==> config.mk <==
export PLATFORM = sky130hd
export DESIGN_NAME = reg_bus_arb
export DESIGN_NICKNAME = d
export VERILOG_FILES = /design/src/rtl/reg_bus_arb.sv
export SDC_FILE = /design/constraint.sdc
export NUM_CORES = 1
export LEC_CHECK = 0
export CAP_MARGIN = 20
export CORE_MARGIN = 2
export CORE_UTILIZATION = 35
export CTS_CLUSTER_DIAMETER = 30
export DETAILED_ROUTE_END_ITERATION = 8
export GPL_ROUTABILITY_DRIVEN = 0
export PLACE_DENSITY = 0.76
export SLEW_MARGIN = 20
export SYNTH_ARGS = -nofsm -noshare
export SYNTH_HDL_FRONTEND = slang
export SYNTH_SLANG_ARGS = --single-unit
export TNS_END_PERCENT = 20
==> constraint.sdc <==
create_clock -name clk -period 1.25 [get_ports clk]
set_input_delay 0.125 -clock clk [delete_from_list [all_inputs] [get_ports clk]]
set_output_delay 0.125 -clock clk [all_outputs]
set_load 0.03 [all_outputs]
==> src/rtl/reg_bus_arb.sv <==
// reg_bus_arb: shares the register bus between MASTERS requesters; define ARB_FIXED_PRIO_EN for fixed priority instead of round-robin.
module reg_bus_arb #(
    parameter int MASTERS    = 2,
    parameter int RD_LATENCY = 2
) (
    input  logic                    clk,
    input  logic                    sclr,
    input  logic [MASTERS-1:0]      m_req,
    input  logic [MASTERS-1:0]      m_we,
    input  logic [16*MASTERS-1:0]   m_addr,
    input  logic [16*MASTERS-1:0]   m_wdata,
    input  logic [2*MASTERS-1:0]    m_be,
    output logic [MASTERS-1:0]      m_gnt,
    output logic [MASTERS-1:0]      m_done,
    output logic [15:0]             m_rdata,
    output logic [15:0]             rdaddr,
    output logic [15:0]             wraddr,
    output logic [1:0]              be,
    output logic                    write,
    output logic [15:0]             wrdata,
    input  logic [15:0]             rddata
);
    localparam int IW = MASTERS > 1 ? $clog2(MASTERS) : 1;
    localparam int CW = RD_LATENCY > 2 ? $clog2(RD_LATENCY) : 1;
    typedef enum logic [2:0] {IDLE, XFER, WAIT, CAPT, DONE} state_t;
    state_t state, state_nx;
    logic [IW-1:0] w, win;
    logic [CW-1:0] cnt;
    logic [15:0] addr_q;
    logic we_q;
`ifdef ARB_FIXED_PRIO_EN
    always_comb begin
        win = '0;
        for (int i = MASTERS - 1; i >= 0; i--)
            if (m_req[i]) win = IW'(i);
    end
`else
    logic [IW-1:0] ptr;
    logic hit;
    // first requester at or after ptr, wrapping past MASTERS-1
    always_comb begin
        win = '0;
        hit = 1'b0;
        for (int i = 0; i < MASTERS; i++)
            if (!hit && m_req[(int'(ptr) + i) % MASTERS]) begin
                win = IW'((int'(ptr) + i) % MASTERS);
                hit = 1'b1;
            end
    end
    always_ff @(posedge clk)
        if (sclr) ptr <= '0;
        else if (state == IDLE && |m_req) ptr <= (win == IW'(MASTERS - 1)) ? '0 : win + 1'b1;
`endif
    always_ff @(posedge clk) begin
        if (sclr) begin
            state   <= IDLE;
            w       <= '0;
            cnt     <= '0;
            we_q    <= 1'b0;
            addr_q  <= '0;
            wrdata  <= '0;
            be      <= '0;
            m_rdata <= '0;
        end else begin
            state <= state_nx;
            cnt   <= (state == WAIT) ? cnt + 1'b1 : '0;
            if (state == IDLE && |m_req) begin
                w      <= win;
                we_q   <= m_we[win];
                addr_q <= m_addr[16*win +: 16];
                wrdata <= m_wdata[16*win +: 16];
                be     <= m_be[2*win +: 2];
            end
            if (state == CAPT) m_rdata <= rddata;
        end
    end
    always_comb begin
        state_nx = state;
        unique case (state)
            IDLE:    state_nx = |m_req ? XFER : IDLE;
            XFER:    state_nx = we_q ? DONE : (RD_LATENCY > 1 ? WAIT : CAPT);
            WAIT:    state_nx = (cnt == CW'(RD_LATENCY - 2)) ? CAPT : WAIT;
            CAPT:    state_nx = DONE;
            DONE:    state_nx = IDLE;
            default: state_nx = IDLE;
        endcase
    end
    assign m_gnt  = (state == XFER || state == WAIT || state == CAPT) ? MASTERS'(1) << w : '0;
    assign m_done = (state == DONE) ? MASTERS'(1) << w : '0;
    assign write  = (state == XFER) && we_q;
    assign rdaddr = addr_q;
    assign wraddr = addr_q;
endmodule

==> flow_summary.toml, run 1 <==
[critical_path]
critPathKind = "reg2out"
cpMostUsedCell = "buf_6"
cp-start-kind = "flip-flop"
endpoint_kind = "output pin"
critPathMaxStageDelay_ns = 0.33
crit_required_ns = 1.12
crit_arrival_ns = 1.24
path_max_fanout = 2
path_cells = "buf_6 -> nor4bb_4 -> buf_6"
cp_slowest_cell = "dfxtp_2"

[clocking]
worstSkewPairLatency_ns = 0.33
cts_tree = "done"
clock-sinks = 57
clockBufferDepth = 2
h-tree-depth = 3
root_buffer = "clkbuf_8"
numCtsBuffers = 9
clk_pin_slew_ns = 0.06

[routing]
vias_per_cell = 5.21
first_iter_violations = 98
drc = 0
dr.pass1.iters = 4
vias = 3026
route.detailed.wl_per_inst_um = 16.0
wl_um = 9280
ant_nets = 0

[sta]
slew_viol_final = 0
hold_viol = 0
setup_viol = 42
timing.fmax_ghz = 0.731
tightest_slew_ns = 0.399
fin_crit_ns = 1.37
relSlewSlack = 0.734
fin_hold_ws_ns = 0.296
worst_slack_ns = -0.118
rsz0062_at_grt = "true"
fin_crit_sh = 1.09
fin_worst_skew_ns = 0.00660

[finish]
final_layout_size_suffix_gt1_frac = 0.250
antennaDiodeCount = 0
nNetsFinal = 561
syn_to_final_growth_pct = 69.3
nFillCells = 701

[logic_synthesis]
syn_area_per_cell_sq_um = 9.13
yosys.area.top_type_share = 0.384
ys_async_sr_fraction = 0
synth_warnings = 0
synth-seq-cells = 57
synth_top_area_cell = "dfxtp_1"
syn-cell-area_sq_um = 2970
yosys-top-cells-count = "57 x dfxtp_1, 53 x a21oi_1, 36 x nand3b_1"
synth_cell_type_count = 30
synthFlopType = "dfxtp_1"
synthTopCellsByArea = "dfxtp_1 38%, a311oi_2 16%, nand3b_1 9.1%"
synth_edf_count = 0
post-synth-top-count-cell = "dfxtp_1"
synthCells = 325
synthesis.nets = 415
ys_seq_area_frac = 0.384

[global_route]
grt_max_degree = 58
antenna_found_initial = 0
grt_overflow = 0
grt_pass1_wl_um = 13500
grt_pass1_vias = 2840
grt_usage = 0.187

[floorplan]
start_util = 0.361
die_height_um = 96.1
die_w_um = 96.1
fp-row-count = 33
ioPinCount = 161
core_sq_um = 8220
die_area_sq_um = 9230

[outcome]
violations = "setup timing"
status = "finished, violations left"

[flow_run]
drv_cap = 0

[power_and_ir_drop]
power.density_nw_per_um2 = 1420
ir_drop_mv = 0.516
power_leakage_nw = 1.93

[place]
io_buffer_count = 160
dp_slack_ns = -0.319
hpwl_um = 6140

[worst_hold_path]
hold_class = "in2reg"
report_power, final:
group	switching [mW]	leakage, nW	internal, mW	total, mW
registers	0.156	0.471	2.04	2.19
logic	1.41	1.32	1.15	2.57
clock network	0.735	0.140	1.63	2.37
flip-flops by register name, summed over array words and instances (netlist names):
register,count
m_rdata,16
we_q,1
be,2
state,3
ptr,1
w,1
cnt,1
rdaddr,16
wrdata,16
cell usage in the layout, fill, tap and decap left out, types with 2 or more instances in the layout:
cell,Yosys,routed
a21oi_1,53,44
a21oi_2,0,9
a311oi_1,4,3
a311oi_2,31,32
buf_12,0,8
buf_4,20,12
buf_6,4,8
buf_8,0,3
bufinv_16,0,4
clkbuf_16,0,2
clkbuf_2,0,11
clkbuf_8,0,11
clkdlybuf4s15_1,0,13
clkdlybuf4s15_2,0,2
clkdlybuf4s50_1,0,88
dfxtp_1,57,54
dfxtp_4,0,2
dlygate4sd2_1,0,40
nand2_1,34,34
nand3b_1,36,36
nor2_1,3,3
nor4_1,2,2
o21ai_0,35,35
logic make-up (layout without fill, tap and decap cells):
| family | after synthesis | in the layout | share of synthesized area |
|---|---|---|---|
| simple gates | 87 | 87 | 0.176 |
| compound gates | 127 | 127 | 0.331 |
| flops | 57 | 57 | 0.384 |
| buf+inv | 54 | 205 | 0.109 |
what timing repair did:
action                                  4_1_cts  5_1_grt
cloned                                        0        3
endpoints found under the setup margin      103       83
pin swaps                                     5        8
setup buffers                                 6        0
resized for setup                            90       51
hold buffers                                  0        0
area by class of cell:
type / count / area, sq um / share of cell area
Timing Repair Buffer: 188 / 1880 / 0.374
Multi-Input combinational cell: 214 / 1580 / 0.315
Sequential cell: 57 / 1150 / 0.229
Clock buffer: 11 / 151 / 0.0301
Tap cell: 105 / 131 / 0.0262
Clock inverter: 5 / 125 / 0.0249
Inverter: 1 / 3.75 / 0.000747
metal layers:
metal	global-route usage	share of wire	vias up
li1	-	-	1473
met1	0.230	0.42	1424
met4	0.0679	0.012	0
met5	0	0	-
met2	0.315	0.49	115
met3	0.0470	0.072	14
worst max-delay path: cells and delay by family, from the launching register on:
family | cells | cell delay [ns]
buffers and inverters | 2 | 0.29
DFF | 1 | 0.33
and+or+nand+nor | 1 | 0.30
path summary, 6_finish.rpt:
| kind | from | endpoint | slack [ns] | depth (start not counted) |
|---|---|---|---|---|
| worst min-delay path | sclr | state[2]$_SDFF_PP0_ | 0.30 | 3 |
| worst max-delay path | state[2]$_SDFF_PP0_ | write | -0.12 | 3 |
| worst min register to register | cnt$_SDFF_PP0_ | cnt$_SDFF_PP0_ | 0.43 | 1 |
| worst max register to register | state[2]$_SDFF_PP0_ | we_q$_SDFFE_PP0P_ | -0.10 | 5 |
through the flow:
stage	power (mW)	cells	setup TNS [ns]	instance area, sq um	utilization
5_1_grt	7.44	581	-6.06	5020	0.611
3_3_place_gp	4.73	556	-9.02	4610	0.561
2_1_floorplan	3.82	325	-0.391	2980	-
6_report	7.13	581	-3.22	5020	0.611
3_5_place_dp	4.78	556	-10.45	4610	0.561
4_1_cts	7.04	578	-3.95	4900	0.597
No activity file was read; power rests on OpenSTA's default activity.
==> run 2, diff against run 1 <==
--- a/config.mk
+++ b/config.mk
@@ -12,7 +12,7 @@
 export DETAILED_ROUTE_END_ITERATION = 8
 export GPL_ROUTABILITY_DRIVEN = 0
 export PLACE_DENSITY = 0.76
-export SLEW_MARGIN = 20
+export SLEW_MARGIN = 40
 export SYNTH_ARGS = -nofsm -noshare
 export SYNTH_HDL_FRONTEND = slang
 export SYNTH_SLANG_ARGS = --single-unit
==> results of run 2 <==
No change in the layout: final DEF, timing and power equal those of run 1.
